## src/rtl/jk_mod_counter.sv

```systemverilog
// jk_mod_counter
// --------------
// Synchronous modulo-MODULUS up/down counter built from a bank of JK
// flip-flops. The desired next state N is computed first, then each bit
// gets its own J/K excitation (J = ~Q & N, K = Q & ~N) and updates with
// the JK next-state law Q+ = J&~Q | ~K&Q.
//
// Parameters:
//   WIDTH    counter bit width
//   MODULUS  count range 0..MODULUS-1, legal range 2..2^WIDTH
//
// Ports:
//   Clock   rising-edge clock
//   Resetn  synchronous active-low reset (Q = 0, Carry = 0)
//   En      count enable
//   Load    synchronous parallel load, clamped to MODULUS-1
//   Up      direction: 1 = up, 0 = down
//   D       load value
//   Q       registered counter state
//   QN      ~Q (combinational)
//   TC      terminal count for the current direction (combinational)
//   Carry   registered one-cycle pulse on a wrap (or saturation) edge
//
// Optional build macro:
//   JKCNT_SATURATE_EN  when defined, the counter holds at its terminal
//                      value instead of wrapping; Carry still pulses.

module jk_mod_counter #(
    parameter int WIDTH   = 4,
    parameter int MODULUS = 10
) (
    input  logic             Clock,
    input  logic             Resetn,
    input  logic             En,
    input  logic             Load,
    input  logic             Up,
    input  logic [WIDTH-1:0] D,
    output logic [WIDTH-1:0] Q,
    output logic [WIDTH-1:0] QN,
    output logic             TC,
    output logic             Carry
);

    // Reject illegal moduli at elaboration time.
    generate
        if ((MODULUS < 2) || (MODULUS > (1 << WIDTH))) begin : g_bad_modulus
            $error("jk_mod_counter: MODULUS must lie in 2..2^WIDTH");
        end
    endgenerate

    // Top count value sized to WIDTH; MODULUS = 2^WIDTH gives all ones,
    // so nothing is lost by truncation.
    localparam logic [WIDTH-1:0] MAX_VAL = WIDTH'(MODULUS - 1);

    logic [WIDTH-1:0] next_q;
    logic [WIDTH-1:0] j_bits;
    logic [WIDTH-1:0] k_bits;
    logic             at_max;
    logic             at_zero;

    assign at_max  = (Q == MAX_VAL);
    assign at_zero = (Q == '0);
    assign TC      = Up ? at_max : at_zero;
    assign QN      = ~Q;

    // Next-state selection: Load beats En, En = 0 keeps N = Q so that
    // every J and K is zero and the flip-flops simply hold.
    always_comb begin
        next_q = Q;
        if (Load) begin
            next_q = (D > MAX_VAL) ? MAX_VAL : D;
        end else if (En) begin
`ifdef JKCNT_SATURATE_EN
            if (TC) begin
                next_q = Q;
            end else if (Up) begin
                next_q = Q + WIDTH'(1);
            end else begin
                next_q = Q - WIDTH'(1);
            end
`else
            if (Up) begin
                next_q = at_max ? '0 : (Q + WIDTH'(1));
            end else begin
                next_q = at_zero ? MAX_VAL : (Q - WIDTH'(1));
            end
`endif
        end
    end

    // Per-bit excitation; J and K are never both set because a bit can
    // only be asked to rise (Q=0,N=1) or fall (Q=1,N=0), not both.
    assign j_bits = ~Q & next_q;
    assign k_bits = Q & ~next_q;

    // JK bank plus the registered wrap pulse. Reset has top priority.
    always_ff @(posedge Clock) begin
        if (!Resetn) begin
            Q     <= '0;
            Carry <= 1'b0;
        end else begin
            Q     <= (j_bits & ~Q) | (~k_bits & Q);
            Carry <= ~Load & En & TC;
        end
    end

endmodule
```

## config.mk

```make
export PLATFORM = sky130hd
export DESIGN_NAME = jk_mod_counter
export DESIGN_NICKNAME = d
export VERILOG_FILES = /design/src/rtl/jk_mod_counter.sv
export SDC_FILE = /design/constraint.sdc
export NUM_CORES = 1
export LEC_CHECK = 0
export ABC_AREA = 0
export CORE_AREA = 2 2 39 41
export CTS_CLUSTER_SIZE = 8
export DETAILED_ROUTE_END_ITERATION = 10
export DIE_AREA = 0 0 41 43
export PLACE_DENSITY = 0.77
export SLEW_MARGIN = 20
export SYNTH_ARGS = -nofsm -noshare
export SYNTH_HDL_FRONTEND = slang
export SYNTH_SLANG_ARGS = --single-unit
```

## constraint.sdc

```tcl
create_clock -name Clock -period 3.7 [get_ports Clock]
set_input_delay 0.37 -clock Clock [delete_from_list [all_inputs] [get_ports Clock]]
set_output_delay 0.37 -clock Clock [all_outputs]
set_load 0.02 [all_outputs]
```

==> summary.txt, run 1 <==
cts bufs inserted = 3
clock-pin slew on the worst setup and hold paths = 40 ps
total global routing overflow = 0
Crit Path Max Fanout = 8
Adder-Cell Fraction of Synth Area = 8.62%
Final Total Pwr = 0.000199 W
Clk pwr share = 31.7%
post-synthesis mux area share = 2.30%
number of fill cells in the layout = 135
I/O pins = 19
H-Tree Depth = 1
fraction of the mapped netlist area in simple logic gates = 20.7%
Post-CTS Setup Inserts = 0
Die Y = 43 microns
clock root cell = clkbuf_4
crit path kind = reg2out
Worst Path Arrival = 2030 ps
Synth Area in XOR/XNOR = 0%
antenna violations before repair = 0
top cells by count, synth = inv_1 (8), a21oi_1 (5), dfxtp_1 (5), nor2_1 (5), o21ai_0 (4)
cell-internal power = 0.000134 W
Starting Density = 31.5%
Clock Tree Buf Depth = 2
layout cells sized above 1 = 6.49%
Post-Layout Inst Area = 647 sq um
cell area after placement = 621 sq um
total die area = 1760 sq um
Layout Utilization = 46.7%
Req. time, crit path = 3330 ps
Vias = 496
Power Dens Cells = 307 nW/um^2
Clock Skews = 5.83 ps
vias in the first global route = 388
DRT Pass-1 Iters = 4
initial DRC count = 21
number of vias per cell = 5.33
Critical Path, Cell by Cell = inv_1 -> ha_1 -> and3_1 -> a31oi_1 -> nor2_1 -> clkdlybuf4s50_1
Syn-to-layout area delta = 48.6%
Worst slew margin = 73.4%
cell count after synthesis = 58
distinct cell type count after synthesis = 24
Yosys top cell area share = 23.0%
area of the multi-input gates = 290 sq um
synth top area cells = dfxtp_1 (23%), ha_1 (8.6%), inv_1 (6.9%)
antenna cell count = 0
Setup TNS = 0 ps
Syn Area/Cell = 7.51 sq um
fmax = 0.416 GHz
chip width = 41 microns
Leakage = 0.262 nW
Peak supply drop = 0.229 mV
largest family of logic cells by synthesized area = compound AO/OA/AOI/OAI gates
Routed WL = 1060 microns
Reg power frac = 33.4%
WHS = 699 ps
FF-to-FF setup slack = 2000 ps
NetSw = 0.0000645 W
Synth area leader = dfxtp_1
CP Capture Type = output port
largest net degree at the start of global routing = 15
endpoints failing setup = 0
CTS Hold Bufs = 0
max-slew violation count = 0
Most used DFF post-synth = dfxtp_1
Switching Share = 32.5%
Final Hold Fails = 0
Gate power share = 34.9%
# rows = 14
max incr delay on CP = 550 ps
CTS tree = built
WL/cell = 11.4 microns
async set-reset flop share out of synthesis = 0%
Port Buffers = 18
crit share post-route = 64.9%
area of the mapped netlist = 435 sq um
Nets = 90
core area = 1380 sq um
gr usage total = 13.7%
Net Count, Synth = 70
Post-DRT Antenna Nets = 0
min-delay worst type = in2reg
Seq/Total Area, Yosys = 23.0%
Yosys reg bits = 5
most numerous cell in the Yosys netlist = inv_1
CP startpoint kind = flop
Crit-path slowest cell = clkdlybuf4s50_1
max-cap viol count = 0
CTS Sinks = 5
worst skew pair latency = 240 ps
Remaining DRCs = 0
status = finished, final reports clean
measured slew at the worst slew-check pin = 398 ps
number of enable flip-flop cells after synthesis = 0
crit path time final = 2400 ps
Synth Area in Compound Gates = 35.1%
Syn. warnings = 0
first-pass GRT wire length = 1640 microns
GPL Wtd Cong = 0.795
DP Wirelength = 800 microns
storage element area = 100 sq um
post_cts resized = 0
RSZ-0062 raised after global routing = no
state kept, by name, indices dropped and copies added (netlist names):
name and count:
Carry 1, Q 4
path summary, 6_finish.rpt:
path                                       from         endpoint  cells after the start
worst max-delay path            Q[1]$_SDFF_PN0_               TC                      6
worst min-delay path                       D[0]  Q[0]$_SDFF_PN0_                      3
worst max register to register  Q[0]$_SDFF_PN0_  Q[2]$_SDFF_PN0_                      6
worst min register to register  Q[3]$_SDFF_PN0_  Q[3]$_SDFF_PN0_                      2
final cells by class:
cell class	instances	share of cell area, %
flip-flops and latches	5	15.5
repair buffers	18	27.9
inverters	8	4.64
well taps	16	3.09
clock buffers	4	4.06
multi-input cells	42	44.9
metal layers:
| layer | track usage, % | part of all wire [%] |
|---|---|---|
| met3 | 4.71 | 7.9 |
| met2 | 18.8 | 44 |
| met5 | 0 | 0 |
| met1 | 18.8 | 48 |
| met4 | 6.00 | 0.19 |
cells by family (layout without fill, tap and decap cells):
family	Yosys count	after routing
buffers and inverters	11	30
adders and majority gates	3	3
DFF	5	5
muxes	1	1
AOI/OAI and AO/OA	22	22
and+or+nand+nor	16	16
cell usage in the layout, fill, tap and decap left out, types with 3 or more instances in the layout:
cell type        instances
a21oi_1                  5
clkbuf_4                 3
ha_1                     3
dfxtp_1                  5
inv_1                    8
a211o_1                  3
o21ai_0                  4
nor2_1                   5
clkdlybuf4s50_1         18
per-stage QoR:
step	instances	setup WS [ps]
detailed placement	89	1360
global route	93	1170
CTS	93	1310
global placement	89	1360
finish	93	1300
floorplan	58	1940
power groups by stage:
stage	Sequential, W	Clock (W)	Combinational, W
CTS	0.0000662	0.0000631	0.0000694
detailed placement	0.0000671	0	0.0000689
global route	0.0000671	0.0000687	0.0000749
global placement	0.0000672	0	0.0000691
finish	0.0000664	0.0000629	0.0000693
floorplan	0.0000670	0	0.0000380
worst max-delay path: cells and delay by family, from the launching register on:
| kind | cells | cell delay, ps |
|---|---|---|
| buf+inv | 2 | 680 |
| flops | 1 | 470 |
| simple gates | 2 | 240 |
| fa+ha+maj | 1 | 240 |
| compound gates | 1 | 150 |
(Power assumes the default switching activity.)
==> run 2, diff against run 1 <==
--- a/config.mk
+++ b/config.mk
@@ -10,7 +10,7 @@
 export CTS_CLUSTER_SIZE = 8
 export DETAILED_ROUTE_END_ITERATION = 10
 export DIE_AREA = 0 0 41 43
-export PLACE_DENSITY = 0.77
+export PLACE_DENSITY = 0.79
 export SLEW_MARGIN = 20
 export SYNTH_ARGS = -nofsm -noshare
 export SYNTH_HDL_FRONTEND = slang
==> constraint.sdc (replaced) <==
create_clock -name Clock -period 2.2 [get_ports Clock]
set_input_delay 0.22 -clock Clock [delete_from_list [all_inputs] [get_ports Clock]]
set_output_delay 0.22 -clock Clock [all_outputs]
set_load 0.02 [all_outputs]
==> run 2 against run 1 <==
  * Sequential share of layout area fell by 0.74 points
  * Final area up 5.0%
  * Critical path depth unchanged
  * Setup slack got worse by 840 ps
  * Via count up 9.1%
  * Non-clock buffer count grew 4
  * Clock skew fell by 1.9 ps
  * First-iteration DRC count is 24% lower
  * Largest cell class unchanged
==> summary.txt, run 2 (synthesis gave the netlist of run 1 again) <==
Hold Path End = Q[0]$_SDFF_PN0_
clock-pin slew on the worst setup and hold paths = 50 ps
Port Buffers = 18
GPL Wtd Cong = 0.858
Die Y = 43 microns
delay-heaviest family, CP = flip-flops
Worst Path Arrival = 1520 ps
non-filler cells in the finished layout = 97
Critical Path, Cell by Cell = inv_1 -> ha_1 -> and3_1 -> a31oi_1 -> nor2_1 -> dlymetal6s2s_1
post_cts resized = 0
CTS tree = built
first-pass GRT wire length = 1900 microns
crit path kind = reg2out
status = finished, final reports clean
max incr delay on CP = 340 ps
Syn-to-layout area delta = 56.0%
Reg with most FFs = Q
Final Total Pwr = 0.000347 W
Setup TNS = 0 ps
clock root cell = clkbuf_4
cts bufs inserted = 3
layout cells sized above 1 = 11.1%
Req. time, crit path = 1980 ps
core area = 1380 sq um
min-delay worst type = in2reg
RR Endpoint = Q[2]$_SDFF_PN0_
Vias = 541
Final Hold Fails = 0
crit share post-route = 79.1%
measured slew at the worst slew-check pin = 344 ps
Starting Density = 31.5%
DP Wirelength = 904 microns
Post-CTS Setup Inserts = 0
Buf/Inv on CP = 2
total global routing overflow = 0
chip width = 41 microns
WL/cell = 12.3 microns
Leakage = 0.297 nW
Routed WL = 1190 microns
Clock Skews = 3.97 ps
antenna violations before repair = 0
DRT Pass-1 Iters = 4
crit path time final = 1740 ps
Crit-path slowest cell = dfxtp_1
Crit Path Max Fanout = 4
Remaining DRCs = 0
initial DRC count = 16
number of vias per cell = 5.58
Peak supply drop = 0.439 mV
Critical R2R Launch = Q[0]$_SDFF_PN0_
max-slew violation count = 0
I/O pins = 19
Worst Hold Launch = D[0]
fmax = 0.574 GHz
worst hold stages = 3
worst skew pair latency = 250 ps
vias in the first global route = 500
Largest regs = Q (4), Carry (1)
Nets = 94
most frequent cells in the layout = clkdlybuf4s50_1 (17), inv_1 (8), dfxtp_1 (5), nor2_1 (5), a21oi_1 (5)
CP Capture Type = output port
endpoints failing setup = 0
Worst R2R Path Depth = 6
CTS Sinks = 5
Power Dens Cells = 511 nW/um^2
# rows = 14
Post-DRT Antenna Nets = 0
FF-to-FF setup slack = 690 ps
placed instance count = 93
gr usage total = 15.7%
antenna cell count = 0
max reg flops = 4
CTS Hold Bufs = 0
max-cap viol count = 0
total die area = 1760 sq um
Worst slew margin = 77.1%
H-Tree Depth = 1
commonest non-fill, non-tap cell in the layout = clkdlybuf4s50_1
WHS = 553 ps
CP startpoint kind = flop
Clock Tree Buf Depth = 2
largest net degree at the start of global routing = 13
RSZ-0062 raised after global routing = no
[run 2: cell types whose count changed in the layout (fill, tap and decap cells not counted)]
cell,previous run,this run
buf_4,0,4
dlymetal6s2s_1,0,1
clkdlybuf4s50_1,18,17
[run 2: cell type report]
| class | instances | area, sq um |
|---|---|---|
| repair buffers | 22 | 213 |
| fillers | 144 | 704 |
| flip-flops and latches | 5 | 100 |
| inverters | 8 | 30.0 |
| multi-input cells | 42 | 290 |
| well taps | 16 | 20.0 |
| clock buffers | 4 | 26.3 |
[run 2: metrics by stage]
| stage | util, % | area (sq um) | setup slack, ps |
|---|---|---|---|
| 2_1_floorplan | - | 435 | 444 |
| 3_5_place_dp | 47.0 | 651 | 244 |
| 5_1_grt | 49.1 | 679 | 357 |
| 6_report | 49.1 | 679 | 459 |
| 3_3_place_gp | 47.0 | 651 | 239 |
| 4_1_cts | 48.9 | 677 | 85.9 |
[run 2: worst min-delay path, cell delays in order]
cell             delay (ps)
clkdlybuf4s50_1         390
inv_1                    50
a311oi_1                 80
[run 2: worst max path at each step]
| stage | start | slack [ps] | to | cells after the start |
|---|---|---|---|---|
| 3_5_place_dp | Up | 240 | TC | 5 |
| 5_1_grt | Q[1]$_SDFF_PN0_ | 360 | TC | 6 |
| 3_3_place_gp | Up | 240 | TC | 5 |
| 6_report | Q[1]$_SDFF_PN0_ | 460 | TC | 6 |
| 2_1_floorplan | Q[0]$_SDFF_PN0_ | 440 | Q[0]$_SDFF_PN0_ | 6 |
| 4_1_cts | Q[1]$_SDFF_PN0_ | 90 | TC | 6 |
[run 2: per-layer routing]
metal  global-route usage (%)  share of wire (%)  vias up
met3                     3.14                8.6        8
met5                        0                  0        -
met4                     8.00                3.9        0
met2                     25.3                 48       36
li1                         -                  -      259
met1                     18.3                 39      238
[run 2: where the power goes]
part / total [W] / internal [W] / switching, W
Combinational: 0.000134 / 0.0000665 / 0.0000676
Clock: 0.000109 / 0.0000687 / 0.0000403
Sequential: 0.000104 / 0.0000969 / 0.00000696
Total: 0.000347 / 0.000232 / 0.000115
